File: src/rtl/lfsr_run_ctrl.sv
// Run controller for an LFSR generator + accumulator: seed, warm up, sync to wrap, accumulate N periods.
// Optional ACCUM period check enabled by defining LFSR_RUN_CTRL_PERIOD_CHECK_EN.
module lfsr_run_ctrl #(
  parameter int unsigned PERIOD     = 4194303,
  parameter int unsigned WARMUP     = 16,
  parameter int unsigned NUM_CYCLES = 4
) (
  input  logic       clk,
  input  logic       reset,
  input  logic       sym_strobe,
  input  logic       start,
  input  logic       abort,
  input  logic       cycle_wrap,
  output logic       lfsr_rst,
  output logic       lfsr_en,
  output logic       acc_clr,
  output logic       acc_en,
  output logic       busy,
  output logic       done,
  output logic [7:0] cycles_done,
  output logic       period_err
);

  localparam int unsigned CntMax = (PERIOD > WARMUP) ? PERIOD : WARMUP;
  localparam int unsigned CW = (CntMax > 1) ? $clog2(CntMax + 1) : 1;
  localparam logic [CW-1:0] WarmLast   = CW'(WARMUP - 1);
  localparam logic [CW-1:0] PeriodLast = CW'(PERIOD - 1);
  localparam logic [CW-1:0] CntOne     = CW'(1);
  localparam logic [7:0]    CyclesLast = 8'(NUM_CYCLES);

  typedef enum logic [2:0] {StIdle, StSeed, StWarmup, StSync, StAccum, StDone} state_e;

  state_e        state_q, state_d;
  logic          seed_idx_q, seed_idx_d;
  logic [CW-1:0] cnt_q, cnt_d;
  logic [7:0]    cycles_q, cycles_d;
  logic          err_q, err_d;
  logic          wrap;

  // cycle_wrap is only meaningful on symbol strobes
  assign wrap        = sym_strobe & cycle_wrap;
  assign busy        = (state_q != StIdle);
  assign cycles_done = cycles_q;
  assign period_err  = err_q;

  always_comb begin
    state_d    = state_q;
    seed_idx_d = 1'b0;
    cnt_d      = cnt_q;
    cycles_d   = cycles_q;
    err_d      = err_q;
    lfsr_rst   = 1'b0;
    lfsr_en    = 1'b0;
    acc_clr    = 1'b0;
    acc_en     = 1'b0;
    done       = 1'b0;
    unique case (state_q)
      StIdle: begin
        if (start) begin
          state_d  = StSeed;
          cnt_d    = '0;
          cycles_d = '0;
          err_d    = 1'b0;
        end
      end
      StSeed: begin
        lfsr_rst   = 1'b1;
        acc_clr    = ~seed_idx_q;
        seed_idx_d = 1'b1;
        if (seed_idx_q) begin
          state_d    = StWarmup;
          seed_idx_d = 1'b0;
          cnt_d      = '0;
        end
      end
      StWarmup: begin
        lfsr_en = sym_strobe;
        if (sym_strobe) begin
          if (cnt_q == WarmLast) begin
            state_d = StSync;
            cnt_d   = '0;
          end else begin
            cnt_d = cnt_q + CntOne;
          end
        end
      end
      StSync: begin
        lfsr_en = sym_strobe;
        if (wrap) begin
          state_d = StAccum;
          cnt_d   = '0;
        end else if (sym_strobe) begin
          if (cnt_q == PeriodLast) begin
            err_d   = 1'b1;
            state_d = StDone;
          end else begin
            cnt_d = cnt_q + CntOne;
          end
        end
      end
      StAccum: begin
        lfsr_en = sym_strobe;
        acc_en  = sym_strobe;
        if (wrap) begin
          cycles_d = cycles_q + 8'd1;
`ifdef LFSR_RUN_CTRL_PERIOD_CHECK_EN
          if (cnt_q != PeriodLast) err_d = 1'b1;
          cnt_d = '0;
`endif
          if (cycles_q + 8'd1 == CyclesLast) state_d = StDone;
        end
`ifdef LFSR_RUN_CTRL_PERIOD_CHECK_EN
        else if (sym_strobe) begin
          cnt_d = cnt_q + CntOne;
        end
`else
`endif
      end
      StDone: begin
        done    = 1'b1;
        state_d = StIdle;
      end
      default: state_d = StIdle;
    endcase
    // Abort overrides any wrap, timeout or completion seen in the same cycle
    if (abort && (state_q != StIdle)) begin
      state_d    = StIdle;
      seed_idx_d = 1'b0;
      cnt_d      = '0;
      cycles_d   = cycles_q;
      err_d      = err_q;
    end
  end

  always_ff @(posedge clk or posedge reset) begin
    if (reset) begin
      state_q    <= StIdle;
      seed_idx_q <= 1'b0;
      cnt_q      <= '0;
      cycles_q   <= '0;
      err_q      <= 1'b0;
    end else begin
      state_q    <= state_d;
      seed_idx_q <= seed_idx_d;
      cnt_q      <= cnt_d;
      cycles_q   <= cycles_d;
      err_q      <= err_d;
    end
  end

endmodule

File: config.mk
export PLATFORM = sky130hd
export DESIGN_NAME = lfsr_run_ctrl
export DESIGN_NICKNAME = d
export VERILOG_FILES = /design/src/rtl/lfsr_run_ctrl.sv
export SDC_FILE = /design/constraint.sdc
export NUM_CORES = 1
export LEC_CHECK = 0
export CORE_ASPECT_RATIO = 0.7
export CORE_MARGIN = 4
export CORE_UTILIZATION = 46
export CTS_CLUSTER_DIAMETER = 100
export DETAILED_ROUTE_END_ITERATION = 10
export GPL_TIMING_DRIVEN = 0
export PLACE_DENSITY = 0.71
export SYNTH_ARGS = -nofsm -noshare
export SYNTH_HDL_FRONTEND = slang
export SYNTH_SLANG_ARGS = --single-unit
File: constraint.sdc
create_clock -name clk -period 2.25 [get_ports clk]
set_input_delay 0.3375 -clock clk [delete_from_list [all_inputs] [get_ports clk]]
set_output_delay 0.3375 -clock clk [all_outputs]
set_load 0.02 [all_outputs]
After elaboration in Yosys (flattened, before gate mapping)
Cells that the tools add are included.
{"block": "word_totals", "ff_bits": 35, "latchBits": 0, "ramBits": 0, "mem_bits_ro": 0, "input_bits": 6, "out_inout_bits": 15, "mem_count": 0}
{"block": "classes", "n_addsub": 2, "mul": 0, "div": 0, "magnitude_cmp": 0, "eq_ne": 22, "shifts": 0, "mux": 36, "n_bitwise": 3, "reduce_logical": 11}
{"op": "$mux 22", "n": 8}
{"op": "$pmux 22 s4", "n": 1}
{"op": "$mux 3", "n": 10}
{"op": "$add 22x1->22 const B", "n": 1}
{"op": "$eq 22x22->1 const B", "n": 1}
{"op": "$eq 22x4->1 const B", "n": 1}
{"op": "$ne 3x3->1 const B", "n": 6}
{"op": "$mux 8", "n": 2}
{"op": "$pmux 8 s2", "n": 1}
{"op": "$pmux 3 s5", "n": 1}
{"op": "$mux 1", "n": 12}
{"op": "$ne 4x4->1 const B", "n": 3}
{"op": "$reduce_and 6->1", "n": 2}
{"op": "$ne 2x2->1 const B", "n": 5}
{"op": "$add 8x1->8 const B", "n": 1}
{"op": "$eq 8x3->1 const B", "n": 1}
{"op": "$reduce_and 8->1", "n": 1}
{"op": "$eq 3x2->1 const B", "n": 2}
{"op": "$eq 3x3->1 const B", "n": 2}
{"op": "$reduce_bool 5->1", "n": 1}
{"op": "$reduce_and 4->1", "n": 1}
{"op": "$reduce_bool 2->1", "n": 2}
{"op": "$eq 3x1->1 const B", "n": 1}
{"op": "$logic_not 3->1", "n": 1}
{"op": "6 further kinds", "n": 7}

Logic depth before layout (Yosys ltp)
{"block": "depth", "ltp_word": 6, "ltp_mapped": 9, "depth_no_buf": 7}

Least setup slack after synthesis
Ideal clock, no wire load.
{"block": "synth_timing", "path_kind": "reg-to-reg", "from": "reg cnt_q[1]", "to": "reg cnt_q[16]", "setup_time_ps": 77, "arrival_ps": 1875, "setup_slack_ps": 298, "path_stages_with_launch": 8, "n_path_buf": 1, "synth_period_minus_slack_ps": 1952, "cell_sequence": "dfrtp_1 -> ha_1 -> and3_1 -> buf_2 -> and3_1 -> nand4_2 -> or4_2 -> a21oi_1"}
{"block": "synth_between", "elab_chain_cells": 6, "elab_cells_between_ends": 12}
{"item": "from (decl)", "line": "35", "source": "logic [CW-1:0] cnt_q, cnt_d;"}
{"item": "from (signal assigned)", "line": "145", "source": "cnt_q <= cnt_d;"}
{"item": "$add 22x1->22", "line": "83, 97"}
{"item": "$mux 22", "line": "93", "source": "if (cnt_q == PeriodLast) begin"}
{"item": "$mux 22", "line": "92", "source": "end else if (sym_strobe) begin"}
{"item": "$mux 22", "line": "89", "source": "if (wrap) begin"}
{"item": "$pmux 22 s4", "line": "57", "source": "unique case (state_q)"}
{"item": "$mux 22", "line": "126", "source": "if (abort && (state_q != StIdle)) begin"}
Several ways; a longest one is shown, not always the timed one. The select of a mux whose other input is x is not followed.
A chain may end at the register's enable or synchronous reset.

Worst setup path after layout
{"block": "layout_timing", "from": "reg cnt_q[9]", "to": "reg cnt_q[16]"}
Same word-level chain as after synthesis.

==> impl_metrics.env <==
export IMPL_status="finished, final reports clean"
export IMPL_ys_types=63
export IMPL_die_area_sq_um=6410
export IMPL_synth_edf_count=0
export IMPL_fillCellCount=435
export IMPL_finClkSkew_ns=0.00528
export IMPL_antenna_found_initial=0
export IMPL_hold_viol_final=0
export IMPL_synth_seq_cells=35
export IMPL_yosys_warnings=0
export IMPL_yosys_area_top_type="dfrtp_1"
export IMPL_grt_pass1_vias=2116
export IMPL_drt_total_wl_um=6510
export IMPL_fin_area_sq_um=2940
export IMPL_grt_start_max_net_pins=36
export IMPL_drt_pass1_iterations=5
export IMPL_syn_to_final_growth_pct=23.5
export IMPL_r2r_end="cnt_q[16]$_DFFE_PP0P_"
export IMPL_placed_cell_area_sq_um=2670
export IMPL_drc=0
export IMPL_start_kind="flop"
export IMPL_timing_fmax_ghz=0.452
export IMPL_grt_overflow_total=0
export IMPL_p_per_area_nw_per_um2=756
export IMPL_p_total_mw=2.22
export IMPL_pin_count=21
export IMPL_slowest_delay_ns=0.60
export IMPL_hold_class="input pin to asynchronous set/reset pin"
export IMPL_worstReg2RegStart="cnt_q[9]$_DFFE_PP0P_"
export IMPL_final_nets=316
export IMPL_io_buffers=20
export IMPL_swShare_pct=38.8
export IMPL_worstMarginPinSlew_ns=0.742
export IMPL_cts_tree="built"
export IMPL_comb_power_share_pct=41.8
export IMPL_yosys_top_cells_area="dfrtp_1, o31ai_1, nand3_1"
export IMPL_core_sq_um=4890
export IMPL_crit_type="flop to flop"
export IMPL_cts_buffers=5
export IMPL_synthArstFlopShare_pct=100
export IMPL_cpMaxStageDelayCell="or4_2"
export IMPL_fin_cells=376
export IMPL_gp_congestion=0.876
export IMPL_peakVddDrop_uv=346
export IMPL_cp_endpoint="cnt_q[16]$_DFFE_PP0P_"
export IMPL_power_internal_mw=1.36
export IMPL_finalMaxSlewViolations=0
export IMPL_regArea_sq_um=876
export IMPL_viasPerCell=6.16
export IMPL_initial_core_util_pct=48.7
export IMPL_ant_nets=0
export IMPL_critPathCaptureType="flop"
export IMPL_p_sw_mw=0.862
export IMPL_insertedDiodeCount=0
export IMPL_seq_area_frac_synth_pct=36.8
export IMPL_syn_inst=267
export IMPL_vias=2318
export IMPL_yosysMostFrequentCell="dfrtp_1"
export IMPL_p_seq_share_pct=31.2
export IMPL_crit_chain="and4_1 > nand4_1 > nor3_4 > buf_6 > buf_4 > or4_2 > a21oi_1"
export IMPL_ctsRootBufferMaster="clkbuf_8"
export IMPL_synth_top_area_share_pct=36.8
export IMPL_clock_path_buffers=2
export IMPL_finalSetupViolations=0
export IMPL_fin_crit_ns=2.21
export IMPL_die_y_um=68.2
export IMPL_regToRegSetupSlack_ns=0.04
export IMPL_dp_hpwl_um=4530
export IMPL_crit_fanout=8
export IMPL_track_usage_pct=21.7
export IMPL_grt_first_pass_wirelength_um=10700
export IMPL_die_w_um=94.0
export IMPL_post_route_util_pct=60.2
export IMPL_multi_input_area_sq_um=1440
export IMPL_insertion_delay_ns=0.29
export IMPL_cts_hold_buffers=0
export IMPL_ctsHtreeMaxLevel=2
export IMPL_pwr_share_clk_pct=26.9
export IMPL_rsz0062_at_grt="yes"
export IMPL_p_leak_nw=1.26
export IMPL_slew_headroom_pct=50.5
export IMPL_syn_avg_cell_area_sq_um=8.92
export IMPL_routedWlPerCell_um=17.3
export IMPL_synth_common_cells="dfrtp_1, nand2_1, nor2_1"
export IMPL_maxCapViolations=0
export IMPL_critPathRequiredTime_ns=2.47
export IMPL_cts_reportedPaths_clkPinSlew_ns=0.07
export IMPL_cts_sinks=35
export IMPL_drive_gt1_share_pct=21.8
export IMPL_critPathArrivalTime_ns=2.43
export IMPL_synth_area_sq_um=2380
export IMPL_drt_iter0_drc=179
export IMPL_rows=21
export IMPL_crit_start="cnt_q[9]$_DFFE_PP0P_"
export IMPL_placedCellCount=356
export IMPL_synth_nets=277
export IMPL_finalCritPeriodShare_pct=98.4
export IMPL_rr_worst_depth=7
export IMPL_synth_flop_cell="dfrtp_1"
==> routing by layer <==
| layer | wire length [um] | global-route usage (%) | share of wire [%] | up-vias |
|---|---|---|---|---|
| met3 | 485 | 4.73 | 7.5 | 9 |
| met1 | 3200 | 33.0 | 49 | 1128 |
| met5 | 0 | 0 | 0 | - |
| met4 | 41 | 6.31 | 0.63 | 0 |
| met2 | 2780 | 30.6 | 43 | 77 |
| li1 | - | - | - | 1104 |
==> layout by cell type, fill, tap and decap left out, types with 3 or more instances in the layout <==
cell | netlist | routed
and4_1 | 3 | 3
buf_4 | 0 | 11
o31ai_1 | 15 | 15
clkdlybuf4s50_1 | 0 | 14
nand3_1 | 17 | 17
a221o_2 | 3 | 3
and3_1 | 8 | 7
or4_1 | 10 | 10
nor4_1 | 6 | 5
ha_1 | 4 | 3
a21o_1 | 3 | 3
clkbuf_8 | 0 | 6
a21oi_2 | 4 | 4
nand2_1 | 19 | 17
nand4_1 | 8 | 8
o21ai_0 | 9 | 9
buf_6 | 2 | 4
nor2_1 | 18 | 16
dlygate4sd2_1 | 0 | 3
and2_1 | 3 | 3
dlymetal6s2s_1 | 0 | 3
nand2b_1 | 7 | 7
dfrtp_1 | 35 | 35
nor2b_1 | 3 | 3
inv_1 | 8 | 7
nand2_2 | 1 | 3
or3_1 | 5 | 5
a22o_1 | 4 | 4
buf_2 | 7 | 6
a21oi_1 | 9 | 9
nor3_1 | 4 | 4
==> what timing repair did <==
item,CTS,global route
setup buffers,5,7
setup endpoints to repair,19,24
resized for setup,7,15
pin swaps,1,5
hold endpoints to repair,0,0
==> worst max-delay path: cells and delay by family (launching register included) <==
| family | cells | cell delay [ns] |
|---|---|---|
| AO/OA/AOI/OAI | 1 | 0.16 |
| buffers and inverters | 2 | 0.29 |
| flip-flops | 1 | 0.47 |
| AND/OR/NAND/NOR | 4 | 1.23 |
==> cell type report <==
| cell class | count | share of cell area, % |
|---|---|---|
| buffer | 14 | 3.36 |
| clock buffer | 6 | 2.81 |
| clock inverter | 2 | 1.19 |
| inverter | 8 | 1.02 |
| multi-input combinational | 210 | 48.8 |
| sequential | 35 | 29.8 |
| tap | 69 | 2.93 |
| timing repair buffer | 32 | 10.1 |
==> worst min-delay path by stage <==
stage,start,to,slack (ns)
6_report,reset,cnt_q[16]$_DFFE_PP0P_,0.49
5_1_grt,period_err$_DFFE_PP0P_,period_err$_DFFE_PP0P_,0.53
4_1_cts,seed_idx_q$_DFF_PP0_,seed_idx_q$_DFF_PP0_,0.49
3_5_place_dp,seed_idx_q$_DFF_PP0_,seed_idx_q$_DFF_PP0_,0.48
3_3_place_gp,seed_idx_q$_DFF_PP0_,seed_idx_q$_DFF_PP0_,0.49
2_1_floorplan,seed_idx_q$_DFF_PP0_,seed_idx_q$_DFF_PP0_,0.46
==> flip-flops by register name (all words and copies together), names as in the netlist <==
| register | cells |
|---|---|
| cycles_done | 8 |
| state_q | 3 |
| cnt_q | 22 |
| seed_idx_q | 1 |
| period_err | 1 |
==> kinds of logic (layout without fill, tap and decap cells) <==
group                    after synthesis  in the layout  share of synthesized area [%]
buffers and inverters                 22             62                           4.99
adder cells (fa/ha/maj)                4              4                           2.10
XOR/XNOR                               1              1                          0.368
multiplexers                           2              2                          0.946
flip-flops                            35             35                           36.8
AO/OA/AOI/OAI                         74             74                           23.1
AND/OR/NAND/NOR                      129            129                           31.7
==> through the flow <==
step / hold slack, ns / setup WS [ns] / TNS, ns
finish: 0.490 / 0.0371 / 0
global route: 0.533 / -0.0475 / -0.120
CTS: 0.490 / 0.00360 / 0
detailed placement: 0.478 / -0.392 / -6.97
global placement: 0.490 / -0.356 / -6.22
floorplan: 0.455 / 0.298 / 0
==> power by group through the flow <==
stage / logic, mW / clock network [mW] / registers (mW)
after floorplan: 0.609 / 0 / 0.700
after global placement: 0.858 / 0 / 0.707
after detailed placement: 0.860 / 0 / 0.707
after CTS: 0.879 / 0.613 / 0.693
after global routing: 1.01 / 0.640 / 0.700
final: 0.930 / 0.599 / 0.695
Power figures use the tool's default switching activity.
